--- config.mk ---
export PLATFORM = sky130hd
export DESIGN_NAME = branch_flush_ctrl_flat
export DESIGN_NICKNAME = d
export VERILOG_FILES = /design/src/rtl/branch_flush_ctrl_if.sv /design/src/rtl/branch_flush_ctrl.sv /design/src/flat_wrapper.sv
export SDC_FILE = /design/constraint.sdc
export NUM_CORES = 1
export LEC_CHECK = 0
export BUFFER_PORTS_ARGS = -buffer_cell sky130_fd_sc_hd__buf_2
export CORE_MARGIN = 5
export CORE_UTILIZATION = 42
export DETAILED_ROUTE_END_ITERATION = 12
export PLACE_DENSITY = 0.72
export SETUP_SLACK_MARGIN = 0.2
export SLEW_MARGIN = 20
export SYNTH_ARGS = -nofsm -noshare
export SYNTH_HDL_FRONTEND = slang
export SYNTH_SLANG_ARGS = --single-unit
--- constraint.sdc ---
create_clock -name clk -period 2.6 [get_ports clk]
set_clock_uncertainty 0.15 [all_clocks]
set_input_delay 0.26 -clock clk [delete_from_list [all_inputs] [get_ports clk]]
set_output_delay 0.26 -clock clk [all_outputs]
set_load 0.01 [all_outputs]
--- src/rtl/branch_flush_ctrl_if.sv ---
// Signal bundle between the branch flush controller and the pipeline/predictor.
// slave = controller side, master = pipeline/predictor side.
interface branch_flush_ctrl_if #(
  parameter int CNT_W = 16
);
  logic             branch_IF;
  logic             icache_stall;
  logic             dcache_stall;
  logic             hazard_stall;
  logic             bp_correct;
  logic             clr_cnt;
  logic             bp_branch_IF;
  logic             bp_branch_ID;
  logic             bp_stall;
  logic             pc_write_en;
  logic             if_id_write_en;
  logic             if_id_flush;
  logic             redirect;
  logic [CNT_W-1:0] br_cnt;
  logic [CNT_W-1:0] mis_cnt;
  logic [1:0]       state_o;

  modport slave (
    input  branch_IF, icache_stall, dcache_stall, hazard_stall, bp_correct, clr_cnt,
    output bp_branch_IF, bp_branch_ID, bp_stall, pc_write_en, if_id_write_en,
           if_id_flush, redirect, br_cnt, mis_cnt, state_o
  );

  modport master (
    output branch_IF, icache_stall, dcache_stall, hazard_stall, bp_correct, clr_cnt,
    input  bp_branch_IF, bp_branch_ID, bp_stall, pc_write_en, if_id_write_en,
           if_id_flush, redirect, br_cnt, mis_cnt, state_o
  );
endinterface

--- src/rtl/branch_flush_ctrl.sv ---
// Branch resolution / mispredict squash sequencer with saturating branch and
// mispredict statistics counters.
module branch_flush_ctrl #(
  parameter int FLUSH_CYC = 0,
  parameter int CNT_W     = 16
) (
  input  logic clk,
  input  logic rst_n,
  branch_flush_ctrl_if.slave bus
);
  typedef enum logic [1:0] {
    IDLE     = 2'd0,
    WAIT_RES = 2'd1,
    FLUSH    = 2'd2,
    UNUSED   = 2'd3
  } state_t;

  localparam logic [3:0]       FC4  = 4'(FLUSH_CYC);
  localparam logic [CNT_W-1:0] CMAX = '1;

  state_t           r_state, w_next;
  logic [3:0]       r_sq, w_sq_next;
  logic [CNT_W-1:0] r_br, r_mis;
  logic             w_stall, w_resolve, w_mispred;
  logic             w_bid, w_redirect, w_flush, w_kill_bif;

  assign w_stall   = bus.icache_stall | bus.dcache_stall | bus.hazard_stall;
  assign w_resolve = (r_state == WAIT_RES) & ~w_stall;
  assign w_mispred = w_resolve & ~bus.bp_correct;

  always_comb begin
    w_next     = r_state;
    w_sq_next  = r_sq;
    w_bid      = 1'b0;
    w_redirect = 1'b0;
    w_flush    = 1'b0;
    w_kill_bif = 1'b0;
    case (r_state)
      IDLE: if (bus.branch_IF && !w_stall) w_next = WAIT_RES;
      WAIT_RES: begin
        w_bid = 1'b1;
        if (!w_stall) begin
          if (bus.bp_correct) begin
            w_next = bus.branch_IF ? WAIT_RES : IDLE;
          end else begin
            // the branch in IF sits on the wrong path; drop it
            w_redirect = 1'b1;
            w_flush    = 1'b1;
            w_kill_bif = 1'b1;
            if (FC4 != 4'd0) begin
              w_next    = FLUSH;
              w_sq_next = FC4;
            end else begin
              w_next = IDLE;
            end
          end
        end
      end
      FLUSH: begin
        w_kill_bif = 1'b1;
        if (!w_stall) begin
          w_flush = 1'b1;
          if (r_sq <= 4'd1) begin
            w_next    = IDLE;
            w_sq_next = 4'd0;
          end else begin
            w_sq_next = r_sq - 4'd1;
          end
        end
      end
      default: begin
        w_kill_bif = 1'b1;
        w_next     = IDLE;
        w_sq_next  = 4'd0;
      end
    endcase
  end

  always_ff @(posedge clk) begin
    if (!rst_n) begin
      r_state <= IDLE;
      r_sq    <= 4'd0;
    end else begin
      r_state <= w_next;
      r_sq    <= w_sq_next;
    end
  end

  // clear beats a same-cycle increment; counters stick at all-ones
  always_ff @(posedge clk) begin
    if (!rst_n || bus.clr_cnt) begin
      r_br  <= '0;
      r_mis <= '0;
    end else begin
      if (w_resolve && r_br != CMAX)  r_br  <= r_br + 1'b1;
      if (w_mispred && r_mis != CMAX) r_mis <= r_mis + 1'b1;
    end
  end

  assign bus.bp_stall       = w_stall;
  assign bus.pc_write_en    = ~w_stall;
  assign bus.if_id_write_en = ~w_stall;
  assign bus.bp_branch_ID   = rst_n & w_bid;
  assign bus.redirect       = rst_n & w_redirect;
  assign bus.if_id_flush    = rst_n & w_flush;
  assign bus.bp_branch_IF   = rst_n & bus.branch_IF & ~w_kill_bif;
  assign bus.br_cnt         = r_br;
  assign bus.mis_cnt        = r_mis;
  assign bus.state_o        = r_state;
endmodule
--- src/flat_wrapper.sv ---
// flat-port wrapper written by rule: the top's interface ports become plain ports
module branch_flush_ctrl_flat 
#(
  parameter int FLUSH_CYC = 0,
  parameter int CNT_W     = 16
)
  (clk, rst_n, bus_branch_IF, bus_icache_stall, bus_dcache_stall, bus_hazard_stall, bus_bp_correct, bus_clr_cnt, bus_bp_branch_IF, bus_bp_branch_ID, bus_bp_stall, bus_pc_write_en, bus_if_id_write_en, bus_if_id_flush, bus_redirect, bus_br_cnt, bus_mis_cnt, bus_state_o);
  branch_flush_ctrl_if #(.CNT_W(CNT_W)) bus_i ();
  input  logic clk;
  input  logic rst_n;
  input wire logic [$bits(bus_i.branch_IF)-1:0] bus_branch_IF;
  input wire logic [$bits(bus_i.icache_stall)-1:0] bus_icache_stall;
  input wire logic [$bits(bus_i.dcache_stall)-1:0] bus_dcache_stall;
  input wire logic [$bits(bus_i.hazard_stall)-1:0] bus_hazard_stall;
  input wire logic [$bits(bus_i.bp_correct)-1:0] bus_bp_correct;
  input wire logic [$bits(bus_i.clr_cnt)-1:0] bus_clr_cnt;
  output wire logic [$bits(bus_i.bp_branch_IF)-1:0] bus_bp_branch_IF;
  output wire logic [$bits(bus_i.bp_branch_ID)-1:0] bus_bp_branch_ID;
  output wire logic [$bits(bus_i.bp_stall)-1:0] bus_bp_stall;
  output wire logic [$bits(bus_i.pc_write_en)-1:0] bus_pc_write_en;
  output wire logic [$bits(bus_i.if_id_write_en)-1:0] bus_if_id_write_en;
  output wire logic [$bits(bus_i.if_id_flush)-1:0] bus_if_id_flush;
  output wire logic [$bits(bus_i.redirect)-1:0] bus_redirect;
  output wire logic [$bits(bus_i.br_cnt)-1:0] bus_br_cnt;
  output wire logic [$bits(bus_i.mis_cnt)-1:0] bus_mis_cnt;
  output wire logic [$bits(bus_i.state_o)-1:0] bus_state_o;
  assign bus_i.branch_IF = bus_branch_IF;
  assign bus_i.icache_stall = bus_icache_stall;
  assign bus_i.dcache_stall = bus_dcache_stall;
  assign bus_i.hazard_stall = bus_hazard_stall;
  assign bus_i.bp_correct = bus_bp_correct;
  assign bus_i.clr_cnt = bus_clr_cnt;
  assign bus_bp_branch_IF = bus_i.bp_branch_IF;
  assign bus_bp_branch_ID = bus_i.bp_branch_ID;
  assign bus_bp_stall = bus_i.bp_stall;
  assign bus_pc_write_en = bus_i.pc_write_en;
  assign bus_if_id_write_en = bus_i.if_id_write_en;
  assign bus_if_id_flush = bus_i.if_id_flush;
  assign bus_redirect = bus_i.redirect;
  assign bus_br_cnt = bus_i.br_cnt;
  assign bus_mis_cnt = bus_i.mis_cnt;
  assign bus_state_o = bus_i.state_o;
  branch_flush_ctrl #(.FLUSH_CYC(FLUSH_CYC), .CNT_W(CNT_W)) u_core (.clk(clk), .rst_n(rst_n), .bus(bus_i));
endmodule
Word level (Yosys, flattened, before mapping)

Index checks and enable logic that the tools add are counted.

Output and inout bits: 41
Register bits: 38
Word-level logic and storage cells: 56
Input bits: 8

$lt $le $gt $ge: 1
Bitwise operators: 13
Mux-type cells: 17
Reductions and logical operators: 10
Add/sub/neg operators: 3
Equality and inequality tests: 8

Operators by type and width:

| cell                    | count |
|---|---|
| $add A16 B1 Y16 const B | 2 |
| $ne A16 B16 Y1 const B  | 2 |
| $mux W2                 | 5 |
| $mux W4                 | 2 |
| $pmux W4 S2             | 1 |
| $and A1 B1 Y1           | 7 |
| $mux W1                 | 6 |
| $pmux W2 S3             | 1 |
| $le A4 B1 Y1 const B    | 1 |
| $ne A2 B1 Y1 const B    | 2 |
| $ne A2 B2 Y1 const B    | 2 |
| $not A1 Y1              | 4 |
| $pmux W1 S2             | 2 |
| $reduce_and A4 Y1       | 1 |
| $sub A4 B1 Y4 const B   | 1 |
| $logic_and A1 B1 Y1     | 3 |
| $eq A2 B1 Y1 const B    | 1 |
| $eq A2 B2 Y1 const B    | 1 |
| $logic_not A1 Y1        | 2 |
| $logic_not A2 Y1        | 1 |
| $or A1 B1 Y1            | 2 |
| $reduce_and A2 Y1       | 1 |
| $reduce_or A2 Y1        | 1 |
| $logic_or A1 B1 Y1      | 1 |

Depth between registers and ports, before layout

Gate-level depths: netlist of run 1.

Word-level depth: 6
Mapped depth: 7
Mapped depth without buffers: 6

Least setup slack after synthesis of run 1

No wires, ideal clock.

Path kind: flip-flop to flip-flop
Start: reg u_core.r_state[0] (netlist: u_core.bus.state_o[0])
End: reg u_core.r_br[11] (netlist: u_core.bus.br_cnt[11])
Path buffers: 0
Arrival time: 1.837 ns
Cell stages (with the launch flop): 5
Slack: 0.542 ns
Data required time: 2.379 ns
Period minus slack after synthesis: 2.058 ns
Setup time: 0.071 ns
Cells stage by stage: dfxtp_1 -> or4b_4 -> or4b_4 -> or3_1 -> a21oi_1

Cells in the longest elaborated chain, start to end: 3

RTL lines:

| element                | line                    | source |
|---|---|---|
| from (decl)            | branch_flush_ctrl.sv:21 | `state_t r_state, w_next;` |
| from (signal assigned) | branch_flush_ctrl.sv:84 | `r_state <= w_next;` |
| $eq A2 B1 Y1           | branch_flush_ctrl.sv:28 | `assign w_resolve = (r_state == WAIT_RES) & ~w_stall;` |
| $and A1 B1 Y1          | branch_flush_ctrl.sv:28 |  |
| $logic_and A1 B1 Y1    | branch_flush_ctrl.sv:95 | `if (w_resolve && r_br != CMAX) r_br <= r_br + 1'b1;` |
| to (signal assigned)   | branch_flush_ctrl.sv:95 |  |
| to (decl)              | branch_flush_ctrl.sv:23 | `logic [CNT_W-1:0] r_br, r_mis;` |

No other way between the ends.
A chain may end at the register's enable or synchronous reset.

Final worst setup path of run 1

Same ends and word-level chain as after synthesis.

==> metrics.md, run 1 <==
| Metric | Value |
|---|---|
| Status | `complete, no violations` |
| Most frequent cells in the layout | `buf_2 (47), dfxtp_1 (33), nor2_1 (23)` |
| Register share of total power | `55.1%` |
| Cell taking the most area after synthesis | `dfxtp_1` |
| Static Leak | `slightly above 0.8 nW` |
| CTS sink cnt | `33` |
| Syn Inst Count | `approximately 200` |
| NetSw | `0.192 mW` |
| Area contributors post-synth | `dfxtp_1 (40%), xnor2_1 (5.8%), nor2_1 (5.2%)` |
| Drt wl/cell | `between 10 and 15 µm` |
| Yosys warns | `0` |
| CTS Hold Bufs | `0` |
| H-tree depth reported by CTS | `2` |
| Post-Syn Area per Cell | `approximately 8.3 µm²` |
| Area growth from synthesis to layout | `22.1%` |
| Synthesized area | `between 0.0015 and 0.002 mm²` |
| Worst skew pair latency | `approximately 270 ps` |
| Vias | `roughly 1,600` |
| Seq. cell area | `between 600 and 700 µm²` |
| Area occupied by multi-input gates | `about 940 µm²` |
| Dpl hpwl | `between 2000 and 3000 µm` |
| TritonCTS buffer count | `5` |
| Reg2Reg Launch Point | `u_core.bus.state_o[0]` |
| Syn Nets | `209` |
| Maximum VDD drop | `about 0.00026 V` |
| Total Wirelength | `~3900 µm` |
| Die height | `72.9 µm` |
| Reg2reg setup slack | `around 470 ps` |
| Starting density of the core | `between 40 and 50%` |
| Share of cells above drive strength 1 | `26.2%` |
| GRT Residual Overflow | `0` |
| Max-slew violations | `0` |
| Starting DRC count in detailed routing | `54` |
| Worst reg2reg path depth | `4` |
| Vias in the first global route | `approximately 1,400` |
| Layout Nets | `258` |
| Sequential area share after synthesis | `about two fifths` |
| Port bufs | `47` |
| GR Util All Layers | `about 15%` |
| Switching Fraction | `about a fifth` |
| Post-synthesis register bit count | `33` |
| HP Class | `in -> reg` |
| Tcrit/Tclk final | `between 80% and 90%` |
| Die area | `approximately 0.0053 mm²` |
| Synth top area share | `39.8%` |
| Max_cap viols | `0` |
| Pin count of the biggest net entering global routing | `16` |
| Worst EP arrival | `~2200 ps` |
| Setup TNS after final layout | `0 ps` |
| Gate power share | `3.5%` |
| DIE WIDTH | `around 73 µm` |
| Row count | `22` |
| Core Box Area | `around 0.0037 mm²` |
| Clock tree buffer depth | `2` |
| Clock power frac | `between 40 and 50%` |
| Pwr dens | `between 400 and 500 mW/mm²` |
| Pint | `~0.73 mW` |
| Filler cell count | `around 390` |
| I/O pin cnt | `a little under 50` |
| Worst slack, placed | `392 ps` |
| Worst Path Required | `between 2000 and 3000 ps` |
| Worst Setup SP | `u_core.bus.state_o[0]` |
| First-pass GRT wire length | `about 6300 µm` |
| Worst Setup End Kind | `flip-flop` |
| Fin worst setup slack | `between 400 and 500 ps` |
| Most used DFF post-synth | `dfxtp_1` |
| EDFF count, synth | `0` |
| Ys async rst share | `0%` |
| Clk pin slew, worst setup/hold paths | `60 ps` |
| Count of final setup violators | `0` |
| Yosys cell types | `38` |
| Antenna fix cells | `0` |
| Postcts setup bufs | `0` |
| Max Clk Rate | `approximately 470 MHz` |
| Crit path kind | `reg -> reg` |
| Cts repair resizes | `0` |
| Max-slew headroom | `between 60% and 70%` |
| Clock root buffer | `clkbuf_8` |
| Remaining DRCs | `0` |
| First-pass DRT Iterations | `4` |
| Minimum clock period | `~2100 ps` |
| Unrepaired setup endpoints after global routing | `no` |
| CP Launch Type | `flip-flop` |
| Crit Path Max Fanout | `6` |
| RR Endpoint | `u_core.bus.br_cnt[11]` |
| Antenna violations before repair | `0` |
| TritonCTS clock tree | `yes` |
| Commonest non-fill, non-tap cell in the layout | `buf_2` |
| Worst setup endpoint | `u_core.bus.br_cnt[11]` |
| Final antenna-violating net count | `0` |
| Via density | `5.29` |
| Final Hold Viols | `0` |
| Worst-Margin Slew | `approximately 570 ps` |
| RD Place Congestion | `a little over 0.8` |
-- synthesized netlist by cell type (6+ instances only) --
cell	instances
nand2_1	17
nor3_1	7
or3_1	6
o211ai_1	6
clkbuf_1	6
xnor2_1	11
nor2_1	23
o21ai_0	8
nand3_1	13
a21oi_1	8
dfxtp_1	33
nand4_1	8
-- logic make-up (layout without fill, tap and decap cells) --
group / Yosys count / count (layout) / share of synthesized area, %
AND/OR/NAND/NOR: 104 / 104 / 34.3
flip-flops: 33 / 33 / 39.8
AO/OA/AOI/OAI: 29 / 29 / 10.9
XOR/XNOR: 15 / 15 / 7.91
buffers and inverters: 12 / 61 / 3.61
multiplexers: 3 / 3 / 1.81
adder cells (fa/ha/maj): 2 / 2 / 1.51
other: 1 / 1 / 0.226
-- worst max-delay path, stage by stage, from the launching register on --
cell and delay [ps]:
dfxtp_1 340, or4b_4 510, or4b_4 540, or3_1 360
a21oi_1 150
-- metal layers --
| layer | global-route usage [%] | vias to the layer above | share of wire, % |
|---|---|---|---|
| met3 | 3.17 | 5 | 5.4 |
| met2 | 23.7 | 40 | 46 |
| met5 | 0 | - | 0 |
| met4 | 6.76 | 0 | 1.8 |
| met1 | 19.9 | 711 | 47 |
| li1 | - | 809 | - |
-- worst min-delay path by stage --
stage / start / end / depth (start not counted)
6_report: bus_branch_IF / u_core.bus.state_o[0] / 3
5_1_grt: bus_branch_IF / u_core.bus.state_o[0] / 3
4_1_cts: bus_branch_IF / u_core.bus.state_o[0] / 3
3_5_place_dp: u_core.bus.mis_cnt[15] / u_core.bus.mis_cnt[15] / 2
3_3_place_gp: u_core.bus.mis_cnt[15] / u_core.bus.mis_cnt[15] / 2
2_1_floorplan: rst_n / u_core.bus.state_o[0] / 1
-- power by group through the flow --
stage / registers, mW / clock network, mW / logic (mW)
floorplan: 0.518 / 0 / 0.0177
global placement: 0.518 / 0 / 0.0326
detailed placement: 0.518 / 0 / 0.0328
CTS: 0.506 / 0.393 / 0.0329
global route: 0.506 / 0.415 / 0.0355
finish: 0.506 / 0.381 / 0.0321
-- per-stage QoR --
stage	power (mW)	util [%]	instance area (µm²)	hold slack, ps	instances
floorplan	0.536	-	1660	264	199
global placement	0.550	51.9	1940	333	289
detailed placement	0.551	51.9	1940	337	289
CTS	0.932	54.2	2030	118	296
global route	0.957	54.2	2030	118	296
finish	0.919	54.2	2030	134	296
-- layout make-up --
class / count / share of cell area [%]
flip-flops and latches: 33 / 32.6
multi-input cells: 154 / 46.4
clock buffers: 7 / 4.26
well taps: 48 / 2.96
repair buffers: 52 / 13.4
inverters: 2 / 0.370
-- sequential cells by signal (all words and copies together) (netlist names) --
name                count
u_core.bus.mis_cnt     16
u_core.bus.state_o      1
u_core.bus.br_cnt      16
Note: power is estimated with default switching activity, not from simulation.
==> run 2: changes to the inputs <==
==> constraint.sdc (replaced) <==
create_clock -name clk -period 2 [get_ports clk]
set_clock_uncertainty 0.15 [all_clocks]
set_input_delay 0.2 -clock clk [delete_from_list [all_inputs] [get_ports clk]]
set_output_delay 0.2 -clock clk [all_outputs]
set_load 0.01 [all_outputs]
==> metrics.md, run 2 (same netlist as run 1, synthesis figures left out) <==
| Metric | Value |
|---|---|
| Die height | `72.9 µm (unchanged)` |
| Worst skew pair latency | `290 ps (was 270 ps)` |
| Largest delay share family, worst path | `simple AND/OR/NAND/NOR gates (unchanged)` |
| Port bufs | `47 (unchanged)` |
| Remaining DRCs | `0 (unchanged)` |
| Power Total | `1.23 mW (was 0.919 mW)` |
| Worst Setup SP | `u_core.bus.state_o[0] (unchanged)` |
| Die area | `0.00531 mm² (unchanged)` |
| Worst-Margin Slew | `562 ps (was 573 ps)` |
| Clk pin slew, worst setup/hold paths | `60 ps (about the same)` |
| TritonCTS clock tree | `yes (unchanged)` |
| Clock root buffer | `clkbuf_8 (unchanged)` |
| Antenna violations before repair | `0 (unchanged)` |
| DIE WIDTH | `72.9 µm (unchanged)` |
| Drt wl/cell | `15.0 µm (was 13.1 µm)` |
| Worst Path Required | `1650 ps (was 2650 ps)` |
| I/O pin cnt | `49 (unchanged)` |
| Max-slew headroom | `62.5% (was 61.5%)` |
| Core Box Area | `0.00374 mm² (unchanged)` |
| Static Leak | `1.10 nW (was 0.805 nW)` |
| Dpl hpwl | `3290 µm (was 2940 µm)` |
| Max_cap viols | `0 (unchanged)` |
| Buf/Inv on CP | `4 (was 0)` |
| Via density | `5.33 (was 5.29)` |
| Max-slew violations | `0 (unchanged)` |
| Minimum clock period | `a little over 2000 ps` |
| Most frequent cells in the layout | `buf_2 (44), buf_4 (36), dfxtp_1 (23) (was buf_2 (47), dfxtp_1 (33), nor2_1 (23))` |
| Total Wirelength | `5060 µm (was 3880 µm)` |
| Failing checks | `negative setup slack` |
| Pin count of the biggest net entering global routing | `15 (was 16)` |
| GR Util met3 | `4.13% (was 3.17%)` |
| Stages on worst setup path | `7 (was 4)` |
| Worst setup endpoint | `bus_redirect (was u_core.bus.br_cnt[11])` |
| Crit path kind | `reg -> out (was reg -> reg)` |
| GR Util All Layers | `17.2% (was 15.1%)` |
| Starting DRC count in detailed routing | `96 (was 54)` |
| Starting density of the core | `44.4% (unchanged)` |
| Worst EP arrival | `1670 ps (was 2170 ps)` |
| Vias | `1,800 (was 1,565)` |
| Tcrit/Tclk final | `101%` |
| Worst Setup End Kind | `output port (was flip-flop)` |
| Slowest cell on crit path | `dfxtp_2 (was or4b_4)` |
| Final antenna-violating net count | `0 (unchanged)` |
| Count of final setup violators | `3 (was 0)` |
| Worst slack, placed | `-92.2 ps (was 392 ps)` |
| Met2 usage | `28.9% (was 23.7%)` |
| Reg2reg setup slack | `-10 ps (was 470 ps)` |
| Row count | `22 (unchanged)` |
| Pwr dens | `460 mW/mm² (was 453 mW/mm²)` |
| CTS Hold Bufs | `0 (unchanged)` |
| Maximum VDD drop | `0.000377 V (was 0.000264 V)` |
| Clock tree buffer depth | `2 (unchanged)` |
| Status | `finished, violations left (was complete, no violations)` |
| Slowest stage delay, CP | `330 ps (was 540 ps)` |
| First-pass GRT wire length | `7170 µm (was 6330 µm)` |
| TritonCTS buffer count | `5 (unchanged)` |
| Share of cells above drive strength 1 | `51.7% (was 26.2%)` |
| First-pass DRT Iterations | `4 (unchanged)` |
| Global route hottest layer | `met2 (unchanged)` |
| GRT Residual Overflow | `0 (unchanged)` |
| Met1 track demand over resource | `21.2% (was 19.9%)` |
| Reg2Reg Launch Point | `u_core.bus.state_o[0] (unchanged)` |
| Filler cell count | `282 (was 385)` |
| Commonest non-fill, non-tap cell in the layout | `buf_2 (unchanged)` |
| Vias in the first global route | `1,553 (was 1,353)` |
| RD Place Congestion | `0.849 (was 0.816)` |
| Most used cell, CP | `buf_6 (was or4b_4)` |
| Max Clk Rate | `496 MHz` |
| Crit-path cells | `buf_6 -> or2b_4 -> buf_6 -> nor2_4 -> buf_6 -> and2_4 -> buf_6 (was or4b_4 -> or4b_4 -> or3_1 -> a21oi_1)` |
| CTS sink cnt | `33 (unchanged)` |
| Final Hold Viols | `0 (unchanged)` |
| Antenna fix cells | `0 (unchanged)` |
| Area growth from synthesis to layout | `60.9% (was 22.1%)` |
| Layout Nets | `300 (was 258)` |
| H-tree depth reported by CTS | `2 (unchanged)` |
| Worst reg2reg path depth | `4 (unchanged)` |
| Fin worst setup slack | `-17.6 ps (was 474 ps)` |
| CP Launch Type | `flip-flop (unchanged)` |
| Crit Path Max Fanout | `5 (was 6)` |
| Unrepaired setup endpoints after global routing | `yes (was no)` |
| HP Class | `in -> reg (unchanged)` |
| RR Endpoint | `u_core.bus.br_cnt[11] (unchanged)` |
## run 2: area by class of cell
type                            count  area, µm²  share of cell area (%)
Sequential cell                    33        678                    25.4
Inverter                            2       7.51                   0.281
Clock buffer                        7       86.3                    3.23
Multi-Input combinational cell    154       1190                    44.6
Timing Repair Buffer               94        648                    24.2
Tap cell                           48       60.1                    2.25
## run 2: how the worst min path moves through the flow
stage | start | end | slack [ps] | cells after the start
after floorplan | rst_n | u_core.bus.state_o[0] | 200 | 1
after global placement | u_core.bus.mis_cnt[15] | u_core.bus.mis_cnt[15] | 330 | 2
after detailed placement | u_core.bus.mis_cnt[15] | u_core.bus.mis_cnt[15] | 350 | 2
after CTS | bus_branch_IF | u_core.bus.state_o[0] | 70 | 3
after global routing | bus_branch_IF | u_core.bus.state_o[0] | 90 | 3
final | bus_branch_IF | u_core.bus.state_o[0] | 70 | 3
## run 2: tightest hold or removal path, delay by kind of cell
kind            cells  cell delay, ps
simple gates        1              60
compound gates      1              90
buf+inv             1             110
## run 2: where the power goes
group | switching, mW | internal [mW] | leakage, nW
sequential | 0.000526 | 0.655 | 0.271
combinational | 0.0367 | 0.0254 | 0.789
clock | 0.238 | 0.273 | 0.0443
total | 0.276 | 0.953 | 1.10
## run 2: per-stage QoR
step	std cells	setup TNS (ps)	hold WS [ps]	instance area [µm²]	util (%)
global placement	316	-75.8	331	2200	58.9
finish	338	-48.9	69.1	2670	71.4
global route	338	-278	89.5	2670	71.4
CTS	328	0	67.7	2410	64.3
floorplan	199	-23.1	196	1740	-
detailed placement	316	-108	347	2200	58.9
## run 2: per-layer routing
layer / routed length (µm) / up-vias
met3: 342 / 8
met5: 0 / -
li1: - / 894
met4: 74 / 0
met2: 2510 / 52
met1: 2130 / 846
## run 2: what timing repair did
action / CTS / global route
setup endpoints to repair: 23 / 34
gates resized for setup: 15 / 47
cloned: 0 / 0
pin swaps: 9 / 22
hold endpoints to repair: 0 / 0
buffers inserted: 5 / 10
